**config.mk**
```make
export PLATFORM = sky130hd
export DESIGN_NAME = basic_hashfunc
export DESIGN_NICKNAME = d
export VERILOG_FILES = /design/src/rtl/basic_hashfunc.sv
export SDC_FILE = /design/constraint.sdc
export NUM_CORES = 1
export LEC_CHECK = 0
export BUFFER_PORTS_ARGS = -buffer_cell sky130_fd_sc_hd__buf_2
export CORE_AREA = 2 2 55 57
export DETAILED_ROUTE_END_ITERATION = 10
export DIE_AREA = 0 0 57 59
export HOLD_SLACK_MARGIN = 0.03
export PLACE_DENSITY = 0.66
export SLEW_MARGIN = 40
export SYNTH_ARGS = -nofsm -noshare
export SYNTH_HDL_FRONTEND = slang
export SYNTH_SLANG_ARGS = --single-unit
export TNS_END_PERCENT = 30
```
**constraint.sdc**
```tcl
create_clock -name clk -period 1.47 [get_ports clk]
set_input_delay 0.147 -clock clk [delete_from_list [all_inputs] [get_ports clk]]
set_output_delay 0.147 -clock clk [all_outputs]
set_load 0.005 [all_outputs]
```
**src/rtl/basic_hashfunc.sv**
```systemverilog
// Fold-XOR hash: maps a wide key onto a table index in 0..TABLE_SZ-1.
// The combinational result is in hf_out; hf_out_q/hf_vld is a one-cycle registered copy.
module basic_hashfunc #(
   parameter int INPUT_SZ = 48,
   parameter int TABLE_SZ = 1024
) (
   input  logic                          clk,
   input  logic                          reset,
   input  logic [INPUT_SZ-1:0]           hf_in,
   input  logic                          hf_en,
   output logic [$clog2(TABLE_SZ)-1:0]   hf_out,
   output logic [$clog2(TABLE_SZ)-1:0]   hf_out_q,
   output logic                          hf_vld
);

   localparam int FSZ   = $clog2(TABLE_SZ);
   localparam int FOLDS = (INPUT_SZ + FSZ - 1) / FSZ;
   localparam int PSZ   = FOLDS * FSZ;

   logic [PSZ-1:0] padded;
   logic [FSZ-1:0] fold;

   // Pad bits above INPUT_SZ stay zero, so a short key passes through unchanged.
   always_comb begin
      padded                 = '0;
      padded[INPUT_SZ-1:0]   = hf_in;
   end

   always_comb begin
      fold = '0;
      for (int k = 0; k < FOLDS; k++) begin
         fold = fold ^ padded[k*FSZ +: FSZ];
      end
   end

   // fold < 2^FSZ < 2*TABLE_SZ, so one conditional subtract brings it into range.
   generate
      if (TABLE_SZ == (1 << FSZ)) begin : g_pow2
         assign hf_out = fold;
      end else begin : g_reduce
         localparam logic [FSZ-1:0] TBL = TABLE_SZ[FSZ-1:0];
         assign hf_out = (fold >= TBL) ? (fold - TBL) : fold;
      end
   endgenerate

   // hf_en is a single-cycle capture strobe; hf_vld is that strobe delayed one
   // cycle and qualifies hf_out_q. There is no back-pressure.
   always_ff @(posedge clk or posedge reset) begin
      if (reset) begin
         hf_out_q <= '0;
         hf_vld   <= 1'b0;
      end else begin
         hf_vld <= hf_en;
         if (hf_en) begin
            hf_out_q <= hf_out;
         end
      end
   end

endmodule

```
# == Word-level counts from Yosys, hierarchy flattened ==
# Cells that the tools add are included.
# op_classes
n_bitwise,4
# op_table
cell,count
10-bit bitwise XOR,3
10-bit by 8-bit bitwise XOR with 10-bit output,1
# word_totals
regBits,11

# == Longest topological paths before layout ==
# Gate-level depths: netlist of the first run.
# logic_depth
depth_word,4
ltp_mapped,3
ltp_nobuf,3

# == Worst setup path before layout of the first run ==
# No wires, ideal clock.
# synth_path
path_type,input-to-reg
startpoint,input hf_in[10]
endpoint,register hf_out_q[0]
t_required_ns,1.345
setup_ns,0.125
n_path_buf,0
slack_ns,0.417
t_arrival_ns,0.928
path_stages,3
path_cell_list,xnor3_1 xnor2_1 mux2_2
# synth_via
elab_chain_cells,4
# synth_lines
element,line_no,source
"start, declared",9,"input logic [INPUT_SZ-1:0] hf_in,"
10-bit bitwise XOR (3 in a row),32,fold = fold ^ padded[k*FSZ +: FSZ];
10-bit by 8-bit bitwise XOR with 10-bit output,32,
via hf_out[0],11,"output logic [$clog2(TABLE_SZ)-1:0] hf_out,"
"end signal, assigned",55,hf_out_q <= hf_out;
"end, declared",12,"output logic [$clog2(TABLE_SZ)-1:0] hf_out_q,"
# The timed path passes the listed nets, and every way through them passes these cells.
# A chain may end at the register's enable or synchronous reset.

# == Worst setup path after layout of the first run ==
# layout_path
startpoint,input hf_in[15]
endpoint,output hf_out[5]
# layout_via
elab_chain_cells,4
# layout_lines
element,line_no
10-bit bitwise XOR (3 in a row),32
10-bit by 8-bit bitwise XOR with 10-bit output,32
"end, declared",11
# Every way passes these cells.

==> results.json, run 1 <==
{
  "wl_per_cell_um": 10.80,
  "drt-pass1-iter-count": 2,
  "path_max_fanout": 2,
  "arrival_ns": 0.95,
  "setup.worst_path.start_class": "primary input",
  "antenna_found_initial": 0,
  "finClkSkew_ns": 0,
  "gp_congestion": 0.6377,
  "crit-reg2reg-capture": "hf_out_q[8]",
  "crit_path_frequent_cell": "buf_2",
  "layout-drive-gt1-share_pct": 72.66,
  "core-area_sq_um": 2710,
  "cp_slowest_cell": "xnor3_1",
  "slew_violations": 0,
  "max_stage_delay_ns": 0.38,
  "fillCellCount": 274,
  "cap_viol_max_count": 0,
  "max_freq_mhz": 913.1,
  "crit_type": "primary input to output port",
  "worstHoldPathCells": 1,
  "cts-root-buf": "clkbuf_4",
  "stdcell_count": 159,
  "yosysWarnings": 0,
  "synth_cells": 53,
  "worstPathRequired_ns": 1.32,
  "p_leak_nw": 0.6778,
  "drc": 0,
  "rows": 19,
  "numCtsBuffers": 3,
  "viasPerCell": 4.195,
  "tightest_slew_ns": 0.4418,
  "ant_nets": 0,
  "clkTransAtPathRegs_ns": 0.08,
  "min_from": "hf_en",
  "reg2reg_depth": 1,
  "status": "finished clean",
  "drtIter0Drc": 2,
  "insertedDiodeCount": 0,
  "grt_pass1_vias": 717,
  "holdPathEnd": "hf_vld",
  "globalRouteOverflowTotal": 0,
  "critPathLaunch": "hf_in[15]",
  "clock_sinks": 11,
  "fin_hold_ws_ns": 0.1394,
  "cts_tree": "yes",
  "cp-end-kind": "output port",
  "peakVddDrop_mv": 0.6259,
  "hold_viol_final": 0,
  "portBuffers": 71,
  "track_usage_pct": 11.55,
  "grt_max_degree": 12,
  "initial_core_util_pct": 30.61,
  "finalSetupTns_ns": 0,
  "grt_pass1_wl_mm": 2.911,
  "fin_crit_sh_pct": 74.50,
  "htreeDepth": 1,
  "clk_latency_ns": 0.27,
  "dpl.hpwl_mm": 1.467,
  "syn-num-nets": 104,
  "rsz0062_at_grt": "false",
  "power_mw": 1.142,
  "slew_headroom_pct": 70.51,
  "syn_area_sq_um": 829.5,
  "syn_area_per_cell_sq_um": 15.65,
  "die_w_um": 57,
  "dp_cells": 154,
  "num_vias": 667,
  "die_h_um": 59,
  "ys_ff_latch": 11,
  "nNetsFinal": 180,
  "area_growth_pct": 51.43,
  "finalCriticalPeriod_ns": 1.095,
  "synth.distinct_cells": 8,
  "io_pins": 72,
  "cpLargestDelayFamily": "XOR/XNOR gates",
  "r2r_slack_ns": 0.71,
  "fp.dieArea_sq_um": 3363,
  "setup_violations": 0,
  "clockBufferDepth": 2,
  "r2r-start": "hf_out_q[8]",
  "cp_cell_sequence": "buf_2 -> xnor3_1 -> xnor2_1 -> buf_2",
  "p_per_area_nw_per_um2": 908.9,
  "hold_class": "primary input to flop",
  "ys_seq_area_share_pct": 33.18,
  "crit_buf_inv": 2,
  "totalWireLength_mm": 1.717
}
-- stage by stage --
stage / instance area (sq um) / util (%) / setup WS, ns
2_1_floorplan: 829.5 / - / 0.4169
3_3_place_gp: 1219 / 44.97 / 0.3451
3_5_place_dp: 1219 / 44.97 / 0.3099
4_1_cts: 1256 / 46.35 / 0.3581
5_1_grt: 1256 / 46.35 / 0.2948
6_report: 1256 / 46.35 / 0.3749
-- sequential cells by signal, summed over array words and instances (netlist names) --
register / cells
hf_out_q: 10
hf_vld: 1
-- timing repair --
item / CTS / global route
hold buffers: 1 / 0
endpoints found under the hold margin: 11 / 0
buffers inserted: 0 / 0
resized for setup: 0 / 0
-- layout by cell type (no fill, tap or decap) --
| cell | instances |
|---|---|
| clkbuf_4 | 3 |
| clkinv_2 | 1 |
| buf_2 | 71 |
| xor2_2 | 8 |
| dlygate4sd3_1 | 1 |
| xnor2_1 | 12 |
| inv_1 | 1 |
| dfrtp_1 | 11 |
| mux2_2 | 10 |
| xnor3_1 | 8 |
| xor2_1 | 2 |
-- cells by family after synthesis --
family    share of synthesized area, %
flops                            33.18
mux                              13.57
xor+xnor                         52.19
buf+inv                          1.055
-- cell usage after synthesis (all sizes together) --
library cell  number  area, sq um
xnor3              8        180.2
clkbuf             1        5.000
inv                1        3.750
xor2              10        147.6
mux2              10        112.6
dfrtp             11        275.3
xnor2             12        105.1
-- layout make-up --
cell class                      instances  area, sq um  share of cell area [%]
Clock inverter                          1        5.005                  0.3984
Clock buffer                            3        22.52                   1.793
Sequential cell                        11        275.3                   21.91
Timing Repair Buffer                   72        365.4                   29.08
Tap cell                               31        38.79                   3.088
Inverter                                1        3.754                  0.2988
Multi-Input combinational cell         40        545.5                   43.43
-- worst max-delay path by stage --
stage | end | slack [ns] | depth (start not counted)
floorplan | hf_out_q[0] | 0.42 | 3
global placement | hf_out_q[5] | 0.35 | 4
detailed placement | hf_out_q[5] | 0.31 | 4
CTS | hf_out[5] | 0.36 | 4
global route | hf_out[6] | 0.29 | 4
finish | hf_out[5] | 0.37 | 4
-- power by group --
| group | total, mW | internal (mW) | switching, mW |
|---|---|---|---|
| clock network | 0.205 | 0.101 | 0.104 |
| logic | 0.515 | 0.320 | 0.195 |
| registers | 0.422 | 0.384 | 0.0384 |
| total | 1.14 | 0.804 | 0.338 |
-- per-layer routing --
layer  vias up  wire length [um]  GRT usage, %
li1        319                 -             -
met1       302               590         11.99
met2        44               919         21.18
met3         2               195         5.240
met4         0                11         2.990
met5         -                 0             0
No activity file was read; power rests on OpenSTA's default activity.
==> run 2, diff against run 1 <==
--- a/config.mk
+++ b/config.mk
@@ -10,7 +10,7 @@
 export DETAILED_ROUTE_END_ITERATION = 10
 export DIE_AREA = 0 0 57 59
 export HOLD_SLACK_MARGIN = 0.03
-export PLACE_DENSITY = 0.66
+export PLACE_DENSITY = 0.69
 export SLEW_MARGIN = 40
 export SYNTH_ARGS = -nofsm -noshare
 export SYNTH_HDL_FRONTEND = slang
==> constraint.sdc (replaced) <==
create_clock -name clk -period 1 [get_ports clk]
set_input_delay 0.1 -clock clk [delete_from_list [all_inputs] [get_ports clk]]
set_output_delay 0.1 -clock clk [all_outputs]
set_load 0.005 [all_outputs]
==> run 2 against run 1 <==
The run now ends with setup timing left. Worst hold slack got worse by 0.043 ns. Worst setup slack got worse by 0.38 ns. Cell count rose by 0.63%. Global-route usage down 0.73 points. Register-to-register slack worse by 0.47 ns. Highest routed layer is now met3.
==> results.json, run 2 (synthesis gave the netlist of run 1 again) <==
{
  "layout_commonest_cell": "buf_2",
  "largest_reg_flops": 10,
  "gp_congestion": 0.6815,
  "p_leak_nw": 0.7031,
  "dp_cells": 154,
  "slew_headroom_pct": 69.38,
  "combPwrFrac_pct": 46.5,
  "viasPerCell": 4.231,
  "cts-root-buf": "clkbuf_4",
  "r2r_slack_ns": 0.24,
  "reg2reg_depth": 1,
  "num_vias": 677,
  "fin_hold_ws_ns": 0.09669,
  "crit_type": "primary input to output port",
  "p_switching_mw": 0.5160,
  "totalWireLength_mm": 1.824,
  "track_usage_pct": 10.81,
  "grt_pass1_wl_mm": 2.780,
  "clockBufferDepth": 2,
  "cp_slowest_cell": "xnor3_1",
  "dpl.hpwl_mm": 1.540,
  "rsz0062_at_grt": "true",
  "cts_tree": "yes",
  "clockPowerShare_pct": 18.0,
  "die_w_um": 57,
  "hold_viol_final": 0,
  "clkTransAtPathRegs_ns": 0.07,
  "cp_cell_sequence": "buf_6 -> xnor3_1 -> xnor2_1 -> buf_2",
  "peakVddDrop_mv": 0.8052,
  "r2r-start": "hf_out_q[0]",
  "layout_common_cells": "68 x buf_2, 11 x dfrtp_1, 10 x mux2_2",
  "setup.worst_path.start_class": "primary input",
  "holdPathEnd": "hf_vld",
  "wl_per_cell_um": 11.40,
  "clock_sinks": 11,
  "worstHoldPathCells": 1,
  "numCtsBuffers": 3,
  "nNetsFinal": 181,
  "finalCriticalPeriod_ns": 1.007,
  "area_growth_pct": 57.16,
  "violations": "setup timing",
  "hold_class": "primary input to flop",
  "stdcell_count": 160,
  "insertedDiodeCount": 0,
  "core-area_sq_um": 2710,
  "crit_buf_inv": 2,
  "ant_nets": 0,
  "cp-end-kind": "output port",
  "globalRouteOverflowTotal": 0,
  "rows": 19,
  "initial_core_util_pct": 30.61,
  "portBuffers": 71,
  "clk_latency_ns": 0.26,
  "largest_register": "hf_out_q",
  "grt_max_degree": 12,
  "htreeDepth": 1,
  "drtIter0Drc": 3,
  "layout-drive-gt1-share_pct": 74.42,
  "fin_crit_sh_pct": 100.7,
  "seq_power_share_pct": 35.5,
  "swShare_pct": 29.63,
  "p_per_area_nw_per_um2": 1336,
  "tightest_slew_ns": 0.4589,
  "p_int_mw": 1.226,
  "finClkSkew_ns": 0,
  "antenna_found_initial": 0,
  "max_stage_delay_ns": 0.39,
  "path_max_fanout": 2,
  "grt_pass1_vias": 710,
  "die_h_um": 59,
  "io_pins": 72,
  "setup_violations": 1,
  "max_freq_mhz": 992.7,
  "cpLargestDelayFamily": "XOR/XNOR gates",
  "drt-pass1-iter-count": 3,
  "reg_top3": "hf_out_q x10, hf_vld x1",
  "fp.dieArea_sq_um": 3363,
  "drc": 0,
  "worstPathRequired_ns": 0.90,
  "cap_viol_max_count": 0,
  "finalWorstSetupSlack_ns": -0.007314,
  "arrival_ns": 0.91,
  "min_from": "hf_en",
  "status": "finished, violations left",
  "slew_violations": 0,
  "crit-reg2reg-capture": "hf_out_q[0]"
}
==> run 2: per-stage QoR <==
| step | util, % | worst slack [ns] | TNS (ns) | instance area (sq um) | power (mW) |
|---|---|---|---|---|---|
| finish | 48.11 | -0.007314 | -0.007314 | 1304 | 1.742 |
| global placement | 44.97 | -0.08033 | -0.5854 | 1219 | 1.361 |
| floorplan | - | -0.006065 | -0.04852 | 829.5 | 1.021 |
| global route | 48.11 | -0.03797 | -0.1986 | 1304 | 1.875 |
| CTS | 46.31 | 0.002344 | 0 | 1255 | 1.732 |
| detailed placement | 44.97 | -0.1227 | -0.8158 | 1219 | 1.404 |
==> run 2: timing repair <==
item,in CTS,in global routing
resized for setup,0,6
buffers inserted,0,1
setup endpoints to repair,0,8
hold buffers,1,0
hold endpoints to repair,11,0
==> run 2: how the worst max path moves through the flow <==
stage / endpoint / slack (ns) / start / cells past startpoint
6_report: hf_out[0] / -0.007 / hf_in[20] / 4
5_1_grt: hf_out[4] / -0.04 / hf_in[24] / 4
4_1_cts: hf_out[0] / 0.002 / hf_in[10] / 4
3_5_place_dp: hf_out_q[0] / -0.12 / hf_in[10] / 4
3_3_place_gp: hf_out_q[3] / -0.08 / hf_in[13] / 4
2_1_floorplan: hf_out_q[0] / -0.006 / hf_in[10] / 3
==> run 2: layer usage <==
| layer | GRT usage [%] | up-vias | wire [um] |
|---|---|---|---|
| met5 | 0 | - | 0 |
| met3 | 2.402 | 0 | 191 |
| met2 | 21.67 | 41 | 1040 |
| met4 | 3.987 | 0 | 0 |
| met1 | 10.77 | 316 | 592 |
| li1 | - | 320 | - |
==> run 2: power by group through the flow <==
stage / sequential [mW] / clock, mW / combinational, mW
after floorplan: 0.639 / 0 / 0.381
after global placement: 0.620 / 0 / 0.741
after detailed placement: 0.631 / 0 / 0.773
after CTS: 0.622 / 0.334 / 0.777
after global routing: 0.636 / 0.354 / 0.885
final: 0.619 / 0.313 / 0.810
==> run 2: cell type report <==
| type | instances | area (sq um) |
|---|---|---|
| flip-flops and latches | 11 | 275.3 |
| multi-input cells | 40 | 568.0 |
| clock buffers | 4 | 26.28 |
| fillers | 252 | 1406 |
| well taps | 31 | 38.79 |
| repair buffers | 73 | 391.6 |
| inverters | 1 | 3.754 |
